`src/rtl/int_issue_select_arbiter_pkg.sv`:
```
// Shared scheduler types for the integer issue path: queue size, issue width
// and the issue-queue entry index type.
package int_issue_select_arbiter_pkg;

   localparam int INT_IQ_ENTRIES  = 16;
   localparam int INT_ISSUE_WIDTH = 2;
   localparam int INT_IQ_IDX_W    = $clog2(INT_IQ_ENTRIES);

   typedef logic [INT_IQ_IDX_W-1:0] iq_idx_t;

endpackage

```
`src/rtl/int_issue_rr_picker.sv`:
```
// Circular find-first-set: returns the first set request bit at or after
// start, wrapping past the top entry back to zero.
module int_issue_rr_picker
   import int_issue_select_arbiter_pkg::*;
#(
   parameter int NUM_ENTRIES = INT_IQ_ENTRIES,
   parameter int IDX_W       = $clog2(NUM_ENTRIES)
) (
   input  logic [NUM_ENTRIES-1:0] req,
   input  logic [IDX_W-1:0]       start,
   output logic                   found,
   output logic [IDX_W-1:0]       idx
);

   logic [IDX_W-1:0] probe;

   // Scan offsets from farthest to nearest so the nearest hit is kept last.
   // NUM_ENTRIES is a power of two, so the IDX_W-bit add wraps naturally.
   always_comb begin
      found = 1'b0;
      idx   = start;
      probe = '0;
      for (int i = NUM_ENTRIES - 1; i >= 0; i--) begin
         probe = start + IDX_W'(i);
         if (req[probe]) begin
            found = 1'b1;
            idx   = probe;
         end
      end
   end

endmodule

```
`src/rtl/int_issue_select_arbiter.sv`:
```
// Integer issue select: picks up to ISSUE_WIDTH ready entries per cycle in
// round-robin order and registers their indices for the issue stage.
// Interface contract: reqValid is a level "ready" vector, not a handshake.
// The cycle selectedMask shows an entry, the queue must drop that entry's
// ready bit; the registered grant for it appears on grantValid/grantPtr one
// cycle later. clear > stall > replay > normal select.
module int_issue_select_arbiter
   import int_issue_select_arbiter_pkg::*;
#(
   parameter int NUM_ENTRIES = INT_IQ_ENTRIES,
   parameter int ISSUE_WIDTH = INT_ISSUE_WIDTH,
   parameter int IDX_W       = $clog2(NUM_ENTRIES),
   parameter int CNT_W       = 32
) (
   input  logic                         clk,
   input  logic                         rst_n,
   input  logic                         stall,
   input  logic                         clear,
   input  logic                         replay,
   input  logic [NUM_ENTRIES-1:0]       reqValid,
   input  logic [NUM_ENTRIES-1:0]       flushMask,
   output logic [ISSUE_WIDTH-1:0]       grantValid,
   output logic [ISSUE_WIDTH*IDX_W-1:0] grantPtr,
   output logic [NUM_ENTRIES-1:0]       selectedMask,
   output logic [IDX_W-1:0]             prioPtr,
   output logic [CNT_W-1:0]             grantCount
);

   logic [NUM_ENTRIES-1:0]       cand;
   logic [NUM_ENTRIES-1:0]       lane_req   [ISSUE_WIDTH];
   logic [NUM_ENTRIES-1:0]       lane_taken [ISSUE_WIDTH+1];
   logic [IDX_W-1:0]             lane_start [ISSUE_WIDTH];
   logic [IDX_W-1:0]             lane_idx   [ISSUE_WIDTH];
   logic [ISSUE_WIDTH-1:0]       lane_found;

   logic [ISSUE_WIDTH-1:0]       grant_valid_q, grant_valid_d;
   logic [ISSUE_WIDTH*IDX_W-1:0] grant_ptr_q, grant_ptr_d;
   logic [IDX_W-1:0]             prio_ptr_q, prio_ptr_d;
   logic [CNT_W-1:0]             grant_count_q, grant_count_d;
   logic [NUM_ENTRIES-1:0]       sel_mask;
   logic [CNT_W:0]               count_sum;
   logic [IDX_W-1:0]             last_idx;

   assign cand          = reqValid & ~flushMask;
   assign lane_taken[0] = '0;

   // Chained pickers: each lane skips earlier picks and starts just past the
   // previous lane's pick, so lanes fill in circular order.
   for (genvar k = 0; k < ISSUE_WIDTH; k++) begin : g_lane
      assign lane_req[k] = cand & ~lane_taken[k];
      if (k == 0) begin : g_first
         assign lane_start[k] = prio_ptr_q;
      end else begin : g_next
         assign lane_start[k] = lane_idx[k-1] + IDX_W'(1);
      end
      assign lane_taken[k+1] = lane_taken[k] |
         (lane_found[k] ? (NUM_ENTRIES'(1) << lane_idx[k]) : '0);

      int_issue_rr_picker #(
         .NUM_ENTRIES (NUM_ENTRIES),
         .IDX_W       (IDX_W)
      ) u_picker (
         .req   (lane_req[k]),
         .start (lane_start[k]),
         .found (lane_found[k]),
         .idx   (lane_idx[k])
      );
   end

   // Mode decode and next-state for grants, priority pointer and counter.
   always_comb begin
      grant_valid_d = grant_valid_q;
      grant_ptr_d   = grant_ptr_q;
      prio_ptr_d    = prio_ptr_q;
      grant_count_d = grant_count_q;
      sel_mask      = '0;
      count_sum     = '0;
      last_idx      = prio_ptr_q;
      if (clear) begin
         grant_valid_d = '0;
      end else if (stall) begin
         // Held grants still honour selective flush of their entry.
         for (int k = 0; k < ISSUE_WIDTH; k++) begin
            grant_valid_d[k] = grant_valid_q[k] &
                               ~flushMask[grant_ptr_q[k*IDX_W +: IDX_W]];
         end
      end else if (replay) begin
         grant_valid_d = '0;
      end else begin
         grant_valid_d = lane_found;
         sel_mask      = lane_taken[ISSUE_WIDTH];
         count_sum     = {1'b0, grant_count_q};
         for (int k = 0; k < ISSUE_WIDTH; k++) begin
            grant_ptr_d[k*IDX_W +: IDX_W] = lane_found[k] ? lane_idx[k] : '0;
            if (lane_found[k]) begin
               last_idx  = lane_idx[k];
               count_sum = count_sum + (CNT_W+1)'(1);
            end
         end
         if (lane_found[0]) begin
            prio_ptr_d = last_idx + IDX_W'(1);
         end
         grant_count_d = count_sum[CNT_W] ? {CNT_W{1'b1}} : count_sum[CNT_W-1:0];
      end
   end

   // State registers; reset drops any held grant immediately.
   always_ff @(posedge clk or negedge rst_n) begin
      if (!rst_n) begin
         grant_valid_q <= '0;
         grant_ptr_q   <= '0;
         prio_ptr_q    <= '0;
         grant_count_q <= '0;
      end else begin
         grant_valid_q <= grant_valid_d;
         grant_ptr_q   <= grant_ptr_d;
         prio_ptr_q    <= prio_ptr_d;
         grant_count_q <= grant_count_d;
      end
   end

   assign grantValid   = grant_valid_q;
   assign grantPtr     = grant_ptr_q;
   assign prioPtr      = prio_ptr_q;
   assign grantCount   = grant_count_q;
   assign selectedMask = sel_mask & {NUM_ENTRIES{rst_n}};

endmodule

```
`config.mk`:
```
export PLATFORM = sky130hd
export DESIGN_NAME = int_issue_select_arbiter
export DESIGN_NICKNAME = d
export VERILOG_FILES = /design/src/rtl/int_issue_select_arbiter_pkg.sv /design/src/rtl/int_issue_rr_picker.sv /design/src/rtl/int_issue_select_arbiter.sv
export SDC_FILE = /design/constraint.sdc
export NUM_CORES = 1
export LEC_CHECK = 0
export ABC_CLOCK_PERIOD_IN_PS = 14800
export CORE_MARGIN = 8
export CORE_UTILIZATION = 55
export CTS_CLUSTER_SIZE = 30
export DETAILED_ROUTE_END_ITERATION = 8
export HOLD_SLACK_MARGIN = 0.06
export PLACE_DENSITY_LB_ADDON = 0.08
export SLEW_MARGIN = 20
export SYNTH_ARGS = -nofsm -noshare
export SYNTH_HDL_FRONTEND = slang
export SYNTH_SLANG_ARGS = --single-unit
```
`constraint.sdc`:
```
create_clock -name clk -period 14.8 [get_ports clk]
set_input_delay 3.7 -clock clk [delete_from_list [all_inputs] [get_ports clk]]
set_output_delay 3.7 -clock clk [all_outputs]
set_load 0.02 [all_outputs]
```
### After elaboration in Yosys (flattened, before gate mapping)

Index checks and enable logic that the tools add are counted.

* bits in registers: 46
* output and inout bits: 62
* word-level logic and storage cells: 245

* $add $sub $neg: 34
* $lt $le $gt $ge: 34
* shift-type cells: 2
* muxes and demuxes: 156
* bitwise operators: 13
* reduce and logical (&&, ||, !) cells: 2

Operators with widths (number)
* two-way mux 33 bit: 8
* < comparator 4 x 5 -> 1 bit, second input constant: 34
* two-way mux 4 bit: 39
* binary-select mux 1 bit (select 4 bit): 34
* two-way mux 16 bit: 5
* two-way mux 1 bit: 66
* adder 4 bit, second input constant: 16
* AND 16 bit: 3
* adder 32 x 1 -> 33 bit, second input constant: 1
* adder 33 x 1 -> 33 bit, second input constant: 1
* adder 4 x 3 -> 4 bit, second input constant: 8
* two-way mux 32 bit: 1
* inverter 16 bit: 2
* << shifter 1 x 4 -> 16 bit, first input constant: 2
* adder 4 x 1 -> 4 bit, second input constant: 4
* adder 4 x 2 -> 4 bit, second input constant: 4
* OR 16 bit: 1
* two-way mux 2 bit: 3
* inverter 1 bit: 5
* AND reduction 4 bit: 1
* AND reduction 3 bit: 1
* AND 1 bit: 2

### Longest topological paths before layout

* word-level depth: 49
* gate-level depth with buffers: 37

### Cells and area by module

A second synthesis with hierarchy kept.

* cell total of the unflattened synthesis: 1021
* area, all modules: 8718.4 um^2

By module, submodules not included
* int_issue_rr_picker: times used 2, cells an instance 244, area an instance 2193.4 um^2, seq. area each 0.0 um^2
* int_issue_select_arbiter: times used 1, cells an instance 533, area an instance 4331.7 um^2, seq. area each 1151.1 um^2

### Worst setup path before layout

No wires, ideal clock.

* kind: input port to output port
* start point: in flushMask[11]
* end point: out selectedMask[10]
* arrival: 11.077 ns
* data required time: 11.100 ns
* path slack: 0.023 ns
* stages: 29
* cell sequence: nand2b_1 mux4_2 a32o_1 a311o_1 buf_2 or3_1 a31oi_1 nor3_1 nor2_4 clkbuf_1 buf_2 ha_1 clkbuf_1 inv_1 buf_1 clkbuf_1 ha_1 xnor3_1 o31a_1 a221oi_1 o211ai_1 nor4b_1 and4b_1 buf_6 nor2_1 a22o_2 or2_1 or3_1 a21oi_1

* word-level cells in the longest chain between the ends: 49
* elaborated cells on any way between the ends: 157
* those cells by class: 16 x add/sub; 2 x shift; 133 x mux; 6 x bitwise

RTL lines
* from (decl): RTL line int_issue_select_arbiter.sv:21 `input logic [NUM_ENTRIES-1:0] flushMask,`
* inverter 16 bit *: RTL line int_issue_select_arbiter.sv:44 `assign cand = reqValid & ~flushMask;`
* AND 16 bit *: RTL line int_issue_select_arbiter.sv:44
* branches (longest 42 deep; another with binary-select mux 1 bit (select 4 bit))
* OR 16 bit *: RTL line int_issue_select_arbiter.sv:56 `assign lane_taken[k+1] = lane_taken[k] |`
* two-way mux 16 bit *: RTL line int_issue_select_arbiter.sv:87 `end else if (replay) begin`
* two-way mux 16 bit *: RTL line int_issue_select_arbiter.sv:81 `end else if (stall) begin`
* two-way mux 16 bit *: RTL line int_issue_select_arbiter.sv:79 `if (clear) begin`
* AND 16 bit *: RTL line int_issue_select_arbiter.sv:126 `assign selectedMask = sel_mask & {NUM_ENTRIES{rst_n}};`
* to (decl): RTL line int_issue_select_arbiter.sv:24 `output logic [NUM_ENTRIES-1:0] selectedMask,`

Mark *: on every way between the ends. The select of a mux whose other input is x is not followed.

### Final worst setup path

* start point: in flushMask[0]
* end point: out selectedMask[14]

Same word-level chain as after synthesis.

==> out/metrics.sh <==
GRT_MOST_USED_LAYER='met2'
FINAL_NETS=1583
NETLIST_AREA_SQ_UM=10400
YOSYSWARNINGS=0
POST_PLACE_CELL_AREA_SQ_UM=13000
DRV_CAP=0
SYNTH-SEQ-AREA-SHARE_PCT=11.1
DETAILED_PLACE_HPWL_MM=33.8
WL_MM=43.2
POST-ROUTE-PERIOD-UTIL_PCT=98.5
SYNTH.LIB_CELLS_USED.DISTINCT=110
RUN_STATUS='complete, no violations'
FINAL_CELL_MIX='sky130_fd_sc_hd__buf_4 (228), sky130_fd_sc_hd__nand2_1 (125), sky130_fd_sc_hd__nor2_1 (98)'
FINAL_AREA_SQ_UM=13300
FINALWEIGHTEDCONGESTION=1.06
GRT_OVERFLOW_TOTAL=0
CRITPATHKIND='in -> out'
TRITONCTS_CLOCK_TREE='built'
CTS-ROOT-TO-SINK-BUFFERS=2
ASYNC_RESET_FF_SHARE_PCT=100
PATH_MAX_FANOUT=14
INITIALDRTVIOLATIONCOUNT=1631
CLKTRANSATPATHREGS_PS=70
DIE_W_MICRONS=153
PATH_COMMON_CELL='sky130_fd_sc_hd__buf_4'
TIGHTESTPINTRANSITION_PS=972
ROW_COUNT=50
DIE_Y_MICRONS=153
DRC_VIOLATION_COUNT_AFTER_ROUTING=0
WORST-ENDPOINT-ARRIVAL_PS=10880
YS_FF_LATCH=46
CTSROOTBUFFERMASTER='sky130_fd_sc_hd__clkbuf_16'
SYN_AREA_CELL_SQ_UM=8.16
DETAILEDPLACE.WORSTSLACK_PS=-95.5
GLOBAL_ROUTE.USAGE.TOTAL_PCT=35.1
DRT_FIRST_PASS_ITERS=8
HOLD_CLASS='reg -> reg'
FINALHOLDVIOLATIONS=0
WORSTSETUPENDPOINTTYPE='output port'
FP.DIEAREA_SQ_UM=23600
VIAS=12600
FINAL_COMMON_CELL='sky130_fd_sc_hd__buf_4'
CRITICAL_PATH.SLOWEST_CELL='sky130_fd_sc_hd__clkdlybuf4s50_1'
TIMING.CRITICAL_PATH.FROM_TYPE='input port'
CTS_HTREE_LEVELS=2
NUM-FILL-CELLS=1527
GRT_PASS1_VIAS=12000
FIN_CRIT_PS=14580
IO-PIN-COUNT=99
DRIVE_ABOVE_1_SHARE_PCT=26.1
HOLD_BUF_COUNT_CTS=0
GRT_ANTENNA_BEFORE_REPAIR=0
POST_SYNTH_TOP_FLOP='sky130_fd_sc_hd__dfrtp_1'
REQUIRED_ARRIVAL_TIME_AT_THE_WORST_ENDPOINT_PS=11100
FINALMAXSLEWVIOLATIONS=0
CLKSINKCOUNT=46
WORST_HOLD_SLACK_PS=557
CTS_INSERTED_BUFFERS=5
SYN-NUM-NETS=1330
SYNTH_ENABLE_FLOP_CELLS=0
MAXCLOCKFREQUENCY_GHz=0.0686
CORE-AREA_SQ_UM=18600
FINAL_UTIL_PCT=71.1
RSZ_0062_RAISED_AFTER_GLOBAL_ROUTING='false'
GROUTE.LAYER.MET2.USAGE_PCT=57.2
ANT_NETS=0
PORT-BUFFER-COUNT=98
GRT_PASS1_WL_MM=66.6
GRT_UTIL_MET1_PCT=44.5
ANTENNA_CELLS_INSERTED=0
SYNTHESIS_TO_LAYOUT_AREA_GROWTH_PCT=27.6
SLEW_HEADROOM_PCT=35.2
CLK_LATENCY_PS=300
MAXIMUM_NUMBER_OF_PINS_ON_ONE_NET_BEFORE_GLOBAL_ROUTE_REPAIR=60
GLOBALROUTEMET3UTIL_PCT=7.75
AVGVIACOUNTPERCELL=7.17
POST-ROUTE-WORST-SETUP-SLACK_PS=217
CLOCK_SKEW_PS=6.82
FINALSETUPVIOLCOUNT=0
INITIAL_UTILIZATION_PCT=55.7
ROUTED_WIRE_LENGTH_PER_INSTANCE_MICRONS=24.5
NETLIST_INSTANCES=1273
WORST_PATH_LARGEST_CELL_DELAY_PS=610
worst max-delay path, delay by kind of cell:
family / cells / cell delay [ps]
adder cells (fa/ha/maj): 1 / 210
AND/OR/NAND/NOR: 8 / 1360
AO/OA/AOI/OAI: 7 / 1870
buffers and inverters: 6 / 1670
multiplexers: 6 / 2060
flip-flops by register name, indices dropped and copies added (netlist names):
signal	flops
grantCount	32
prioPtr	4
grantValid	2
grantPtr	8
per-stage QoR:
stage                     setup TNS [ps]  cells
after detailed placement            -178   1751
after global placement             -32.9   1751
final                                  0   1761
after floorplan                        0   1273
after CTS                              0   1760
after global routing                   0   1761
cell type report:
| type | instances | area, sq um | share of cell area (%) |
|---|---|---|---|
| clock buffers | 5 | 125 | 0.944 |
| clock inverters | 3 | 21.3 | 0.160 |
| inverters | 27 | 109 | 0.821 |
| multi-input cells | 1116 | 8770 | 66.2 |
| flip-flops and latches | 46 | 1150 | 8.69 |
| well taps | 234 | 293 | 2.21 |
| repair buffers | 330 | 2790 | 21.0 |
what timing repair did:
action	4_1_cts	5_1_grt
setup buffers	1	1
setup endpoints to repair	4	16
gates resized for setup	6	29
hold endpoints to repair	0	0
pin swaps	1	2
path summary, 6_finish.rpt:
kind                          startpoint               end  slack [ps]  cells after the start
max                         flushMask[0]  selectedMask[14]         220                     28
min                        grantValid[0]     grantValid[0]         560                      2
max reg2reg                   prioPtr[1]    grantCount[19]        5690                     30
min reg2reg                grantValid[0]     grantValid[0]         560                      2
max in group asynchronous          rst_n        prioPtr[0]       10830                      2
min in group asynchronous          rst_n    grantCount[12]        3500                      2
metal layers:
| layer | routed length [microns] | up-vias |
|---|---|---|
| li1 | - | 5542 |
| met1 | 16400 | 5975 |
| met2 | 19600 | 937 |
| met3 | 5200 | 180 |
| met4 | 2050 | 0 |
| met5 | 0 | - |
cells by family after synthesis:
logic type	share of synthesized area [%]
muxes	22.7
xor gates and xnor gates	3.70
buffers and inverters	5.31
adders and majority gates	2.41
and+or+nand+nor	26.0
DFF	11.1
AOI/OAI and AO/OA	28.8
cell usage after synthesis (all sizes together) (15+ instances only):
library cell | instances | area share (%)
buf | 49 | 3.0
a21o | 15 | 1.1
nand2 | 128 | 4.7
nand2b | 34 | 2.1
ha | 20 | 2.4
a21oi | 78 | 3.9
nand3 | 63 | 3.1
nor2b | 24 | 1.4
nand4 | 19 | 1.1
a211oi | 18 | 1.3
xnor2 | 24 | 2.7
o211ai | 30 | 2.3
and2 | 22 | 1.3
nor3 | 25 | 1.3
o21ai | 66 | 3.3
mux2 | 19 | 2.1
and3 | 17 | 1.0
a31oi | 34 | 2.0
dfrtp | 46 | 11
mux4 | 74 | 16
nor2 | 99 | 3.6
inv | 27 | 1.0
mux2i | 47 | 4.6
clkbuf | 35 | 1.3
Power is not shown: default switching activity piles up to over one toggle a cycle in this logic, so the estimate is an artifact.
